`src/rtl/pipe_arb_pkg.sv`:
```
// Shared types for the pipelined-datapath arbiter: requester id, the {valid,id} tag
// that rides alongside each op, and the requester count.
package pipe_arb_pkg;

  localparam int NUM_REQ = 2;

  typedef logic [0:0] req_id_t;

  typedef struct packed {
    logic    valid;
    req_id_t id;
  } arb_tag_t;

endpackage

```
`src/rtl/arb_tag_delay.sv`:
```
// LATENCY-deep shift register for arb_tag_t; busy_o flags any valid tag still in flight.
// The asynchronous clear empties every stage so dropped ops never produce a result.
module arb_tag_delay
  import pipe_arb_pkg::*;
#(
  parameter int LATENCY = 4
) (
  input  logic     clk_i,
  input  logic     rst_n_i,
  input  arb_tag_t tag_i,
  output arb_tag_t tag_o,
  output logic     busy_o
);

  arb_tag_t stage_q [LATENCY];

  always_ff @(posedge clk_i or negedge rst_n_i) begin
    if (!rst_n_i) begin
      for (int i = 0; i < LATENCY; i++) begin
        stage_q[i] <= '0;
      end
    end else begin
      stage_q[0] <= tag_i;
      for (int i = 1; i < LATENCY; i++) begin
        stage_q[i] <= stage_q[i-1];
      end
    end
  end

  assign tag_o = stage_q[LATENCY-1];

  always_comb begin
    busy_o = 1'b0;
    for (int i = 0; i < LATENCY; i++) begin
      busy_o = busy_o | stage_q[i].valid;
    end
  end

endmodule

```
`src/rtl/pipe_share_arbiter.sv`:
```
// Shares one fixed-latency, no-stall datapath between two credit-limited requesters.
// Build macro PIPE_ARB_FIXED_PRIO_EN: req0 always wins contention, RR pointer removed.
module pipe_share_arbiter
  import pipe_arb_pkg::*;
#(
  parameter int DATA_BIT_SIZE = 32,
  parameter int LATENCY       = 4,
  parameter int MAX_INFLIGHT  = 8
) (
  input  logic                     clk_in,
  input  logic                     rst_n_in,
  input  logic                     req0_valid_in,
  input  logic [DATA_BIT_SIZE-1:0] req0_data_in,
  output logic                     req0_ready_out,
  input  logic                     req1_valid_in,
  input  logic [DATA_BIT_SIZE-1:0] req1_data_in,
  output logic                     req1_ready_out,
  output logic                     dp_valid_out,
  output logic [DATA_BIT_SIZE-1:0] dp_data_out,
  input  logic [DATA_BIT_SIZE-1:0] dp_data_in,
  output logic                     res0_valid_out,
  output logic                     res1_valid_out,
  output logic [DATA_BIT_SIZE-1:0] res_data_out,
  output logic                     idle_out
);

  localparam int               CNT_W   = $clog2(MAX_INFLIGHT + 1);
  localparam logic [CNT_W-1:0] CNT_MAX = CNT_W'(MAX_INFLIGHT);
  localparam logic [CNT_W-1:0] CNT_ONE = CNT_W'(1);

  logic [CNT_W-1:0]         cnt0_q, cnt0_d, cnt1_q, cnt1_d;
  logic                     elig0, elig1, grant0, grant1;
  logic                     dp_valid_q, dp_valid_d;
  logic [DATA_BIT_SIZE-1:0] dp_data_q, dp_data_d;
  req_id_t                  dp_id_q, dp_id_d;
  logic                     res0_q, res0_d, res1_q, res1_d;
  logic [DATA_BIT_SIZE-1:0] res_data_q, res_data_d;
  logic                     idle_q, idle_d;
  arb_tag_t                 tag_in, tag_out;
  logic                     tag_busy;

  // A credit is returned on the result pulse itself, so ready reopens the cycle after it.
  function automatic logic [CNT_W-1:0] cnt_next(input logic [CNT_W-1:0] cnt,
                                                input logic             inc,
                                                input logic             dec);
    logic [CNT_W-1:0] nxt;
    nxt = cnt;
    if (inc && !dec)      nxt = cnt + CNT_ONE;
    else if (!inc && dec) nxt = cnt - CNT_ONE;
    return nxt;
  endfunction

  assign elig0 = req0_valid_in && (cnt0_q < CNT_MAX);
  assign elig1 = req1_valid_in && (cnt1_q < CNT_MAX);

`ifdef PIPE_ARB_FIXED_PRIO_EN
  assign grant0 = elig0;
  assign grant1 = elig1 && !elig0;
`else
  logic rr_q, rr_d;  // 1 favours req1 on the next contention

  assign grant0 = elig0 && (!elig1 || !rr_q);
  assign grant1 = elig1 && (!elig0 ||  rr_q);

  always_comb begin
    rr_d = rr_q;
    if (grant0)      rr_d = 1'b1;
    else if (grant1) rr_d = 1'b0;
  end

  always_ff @(posedge clk_in or negedge rst_n_in) begin
    if (!rst_n_in) rr_q <= 1'b0;
    else           rr_q <= rr_d;
  end
`endif

  assign req0_ready_out = grant0;
  assign req1_ready_out = grant1;

  always_comb begin
    dp_valid_d = grant0 || grant1;
    dp_id_d    = req_id_t'(grant1);
    dp_data_d  = dp_data_q;
    if (grant0)      dp_data_d = req0_data_in;
    else if (grant1) dp_data_d = req1_data_in;
  end

  // Tag enters the line one cycle after issue so its last stage lines up with dp_data_in.
  assign tag_in = '{valid: dp_valid_q, id: dp_id_q};

  arb_tag_delay #(
    .LATENCY (LATENCY)
  ) u_tag_delay (
    .clk_i   (clk_in),
    .rst_n_i (rst_n_in),
    .tag_i   (tag_in),
    .tag_o   (tag_out),
    .busy_o  (tag_busy)
  );

  always_comb begin
    res0_d     = tag_out.valid && (tag_out.id == 1'b0);
    res1_d     = tag_out.valid && (tag_out.id == 1'b1);
    res_data_d = tag_out.valid ? dp_data_in : res_data_q;
  end

  always_comb begin
    cnt0_d = cnt_next(cnt0_q, grant0, res0_q);
    cnt1_d = cnt_next(cnt1_q, grant1, res1_q);
    idle_d = (cnt0_d == '0) && (cnt1_d == '0) && !tag_busy;
  end

  always_ff @(posedge clk_in or negedge rst_n_in) begin
    if (!rst_n_in) begin
      dp_valid_q <= 1'b0;
      dp_data_q  <= '0;
      dp_id_q    <= '0;
      res0_q     <= 1'b0;
      res1_q     <= 1'b0;
      res_data_q <= '0;
      cnt0_q     <= '0;
      cnt1_q     <= '0;
      idle_q     <= 1'b1;
    end else begin
      dp_valid_q <= dp_valid_d;
      dp_data_q  <= dp_data_d;
      dp_id_q    <= dp_id_d;
      res0_q     <= res0_d;
      res1_q     <= res1_d;
      res_data_q <= res_data_d;
      cnt0_q     <= cnt0_d;
      cnt1_q     <= cnt1_d;
      idle_q     <= idle_d;
    end
  end

  assign dp_valid_out   = dp_valid_q;
  assign dp_data_out    = dp_data_q;
  assign res0_valid_out = res0_q;
  assign res1_valid_out = res1_q;
  assign res_data_out   = res_data_q;
  assign idle_out       = idle_q;

endmodule

```
`config.mk`:
```
export PLATFORM = sky130hd
export DESIGN_NAME = pipe_share_arbiter
export DESIGN_NICKNAME = d
export VERILOG_FILES = /design/src/rtl/pipe_arb_pkg.sv /design/src/rtl/arb_tag_delay.sv /design/src/rtl/pipe_share_arbiter.sv
export SDC_FILE = /design/constraint.sdc
export NUM_CORES = 1
export LEC_CHECK = 0
export ABC_CLOCK_PERIOD_IN_PS = 2600
export BUFFER_PORTS_ARGS = -buffer_cell sky130_fd_sc_hd__buf_4
export CAP_MARGIN = 10
export CORE_ASPECT_RATIO = 1.2
export CORE_MARGIN = 4
export CORE_UTILIZATION = 35
export CTS_BUF_LIST = sky130_fd_sc_hd__clkbuf_16
export DETAILED_ROUTE_END_ITERATION = 12
export GPL_ROUTABILITY_DRIVEN = 0
export PLACE_DENSITY = 0.67
export SYNTH_ARGS = -nofsm -noshare
export SYNTH_HDL_FRONTEND = slang
export SYNTH_SLANG_ARGS = --single-unit
```
`constraint.sdc`:
```
create_clock -name clk_in -period 2.6 [get_ports clk_in]
set_clock_uncertainty 0.15 [all_clocks]
set_input_delay 0.26 -clock clk_in [delete_from_list [all_inputs] [get_ports clk_in]]
set_output_delay 0.26 -clock clk_in [all_outputs]
set_load 0.01 [all_outputs]
```
==> results.yml <==
outcome:
  status: "finished clean"
synth:
  synthesis.area_um2: 3490
  synth-main-ff-cell: "dfrtp_1"
  async_flop_share: 1.00
  synth-seq-area-share: 0.617
  postSynthCellCount: 265
  syn_nets: 369
  ys_ff_latch: 86
  ys_warn_count: 0
  synth_edf_count: 0
  synth_cell_types: 42
  syn_area_per_cell_um2: 13.2
worst_setup_path:
  crit_fanout: 21
  r2r_cells: 7
  rrSetupSlack_ns: 0.09
  worstPathRequired_ns: 2.68
  endpoint_kind: "flop"
  crit_type: "flop to flop"
  rr_endpoint: "dp_data_out[23]$_DFFE_PN0P_"
  crit_arrival_ns: 2.58
  start_kind: "flop"
  r2r-start: "cnt0_q[3]$_DFF_PN0_"
die:
  core_area_um2: 9610
  die_x_um: 99.2
  io_pins: 170
  dieArea_um2: 11600
  start_util: 0.363
  rows: 39
  die_y_um: 117
global_route:
  grt_pass1_vias: 3431
  track_usage: 0.172
  grt_antenna_before_repair: 0
  grt_max_degree: 87
  grt_pass1_wl_mm: 16.1
  gr-total-overflow: 0
timing:
  setup_violations: 0
  max_freq_mhz: 399
  period_minus_slack_ns: 2.51
  worstMarginPinSlew_ns: 0.478
  setup_tns_ns: 0
  final-max-slew-violation-count: 0
  relSlewSlack: 0.679
  finalHoldViolCount: 0
  whs_ns: 0.0154
  rsz0062_at_grt: "false"
  period_share: 0.964
  worst_slack_ns: 0.0938
power:
  pwr-share-clk: 0.206
  powerDensity_nw_per_um2: 1100
  leakagePower_nw: 2.90
  swShare: 0.333
  seqPwrFrac: 0.368
  ir_drop_v: 0.000603
  power_frac_comb: 0.426
  p_sw_mw: 2.15
  p_int_mw: 4.31
placed_design:
  dp_hpwl_mm: 6.44
  pre_cts_slack_ns: 0.512
  port_buffers: 169
route:
  drt-initial-drc-count: 229
  ant_nets: 0
  drc: 0
  drt-total-wl_mm: 9.90
  drt_pass1_iterations: 7
  vias: 3119
  vias_per_cell: 4.97
  wire_per_inst_um: 15.8
final_layout:
  drive_gt1_frac: 0.452
  layout_commonest_cell: "buf_4"
  final_cell_mix: "buf_4 (174), dfrtp_1 (85), dlygate4sd3_1 (62), inv_1 (41)"
  n_antenna_cell: 0
  nFillCells: 750
  syn2layout_area_growth_pct: 67.8
  nets: 603
cts:
  cts_htree_levels: 3
  clk_pin_slew_ns: 0.06
  root_buffer: "clkbuf_16"
  cts_tree: "yes"
  ctsResizeCount: 0
  postCtsSetupRepairBufs: 0
  cts.path.max_buffers: 2
  cts_buffers: 9
  clkLatencyLatePin_ns: 0.33
  clock-sinks: 86
min_path:
  hold_class: "input pin to flop"
  hold_path_depth: 3
  min-delay-start: "req1_data_in[2]"
  worstHoldEndpoint: "dp_data_out[2]$_DFFE_PN0P_"
job:
  cap_violations: 0
==> sequential cells by signal, indices dropped and copies added (netlist names) <==
name                 cells
dp_data_out             32
rr_q                     1
idle_out                 1
res0_valid_out           1
u_tag_delay.tag_o        2
dp_id_q                  1
cnt1_q                   4
u_tag_delay.stage_q      6
res1_valid_out           1
dp_valid_out             1
cnt0_q                   4
res_data_out            32
==> per-layer routing <==
layer  vias up  part of all wire  global-route usage
li1       1443                 -                   -
met1      1524              0.37               0.184
met2       128              0.54               0.307
met3        24             0.059              0.0433
met4         0             0.027              0.0854
met5         -                 0                   0
==> what timing repair did <==
| item | CTS | global route |
|---|---|---|
| hold buffers | 62 | 0 |
| hold endpoints to repair | 135 | 0 |
| endpoints found under the setup margin | 0 | 2 |
==> Yosys cell counts, drive strengths merged (2+ instances only) <==
master | number | area share
dfrtp | 85 | 0.61
inv | 40 | 0.043
a222oi | 32 | 0.092
mux2 | 32 | 0.10
clkbuf | 10 | 0.011
nor2 | 10 | 0.011
nor3 | 5 | 0.0086
buf | 4 | 0.0065
ha | 4 | 0.014
or4 | 4 | 0.0086
xnor2 | 4 | 0.010
nor2b | 3 | 0.0054
a22oi | 2 | 0.0043
and3 | 2 | 0.0036
nand2 | 2 | 0.0022
o211ai | 2 | 0.0043
==> worst max-delay path, stage by stage (launching register included) <==
cell,delay (ns)
dfrtp_1,0.44
nor3b_4,0.31
nor3_4,0.05
buf_4,0.20
buf_4,0.22
a222oi_1,0.38
dlygate4sd3_1,0.61
inv_1,0.04
==> through the flow <==
| step | utilization | cells | total power, mW | area (µm²) |
|---|---|---|---|---|
| 2_1_floorplan | - | 265 | 3.69 | 3490 |
| 3_3_place_gp | 0.512 | 549 | 4.88 | 4920 |
| 3_5_place_dp | 0.512 | 549 | 4.95 | 4920 |
| 4_1_cts | 0.609 | 627 | 6.51 | 5850 |
| 5_1_grt | 0.609 | 627 | 6.87 | 5850 |
| 6_report | 0.609 | 627 | 6.46 | 5850 |
==> area by class of cell <==
cell class,instances,area [µm²],area share
clock buffer,9,225,0.0385
clock inverter,7,90.1,0.0154
tap,123,154,0.0263
sequential,86,2150,0.368
multi-input combinational,125,1130,0.194
timing repair buffer,237,1950,0.333
inverter,40,150,0.0256
==> worst max-delay path by stage <==
stage	startpoint	slack, ns	endpoint
after global placement	cnt0_q[0]$_DFF_PN0_	0.58	idle_out$_DFF_PN1_
after CTS	cnt0_q[3]$_DFF_PN0_	0.14	dp_data_out[23]$_DFFE_PN0P_
after global routing	cnt0_q[3]$_DFF_PN0_	0.00005	dp_data_out[16]$_DFFE_PN0P_
after floorplan	cnt0_q[0]$_DFF_PN0_	0.64	idle_out$_DFF_PN1_
after detailed placement	cnt0_q[0]$_DFF_PN0_	0.51	idle_out$_DFF_PN1_
final	cnt0_q[3]$_DFF_PN0_	0.09	dp_data_out[23]$_DFFE_PN0P_
==> power by group through the flow <==
stage / logic [mW] / registers [mW] / clock network [mW]
6_report: 2.76 / 2.38 / 1.33
3_5_place_dp: 2.58 / 2.38 / 0
3_3_place_gp: 2.52 / 2.36 / 0
5_1_grt: 2.99 / 2.46 / 1.43
4_1_cts: 2.76 / 2.37 / 1.38
2_1_floorplan: 1.15 / 2.53 / 0
==> cells by family (layout without fill, tap and decap cells) <==
family,after synthesis,after routing,synth area share
AO/OA/AOI/OAI,48,48,0.127
XOR/XNOR,5,5,0.0125
adder cells (fa/ha/maj),4,4,0.0143
buffers and inverters,54,293,0.0602
flip-flops,86,86,0.617
multiplexers,32,32,0.103
AND/OR/NAND/NOR,36,36,0.0656
(Power assumes the default switching activity.)
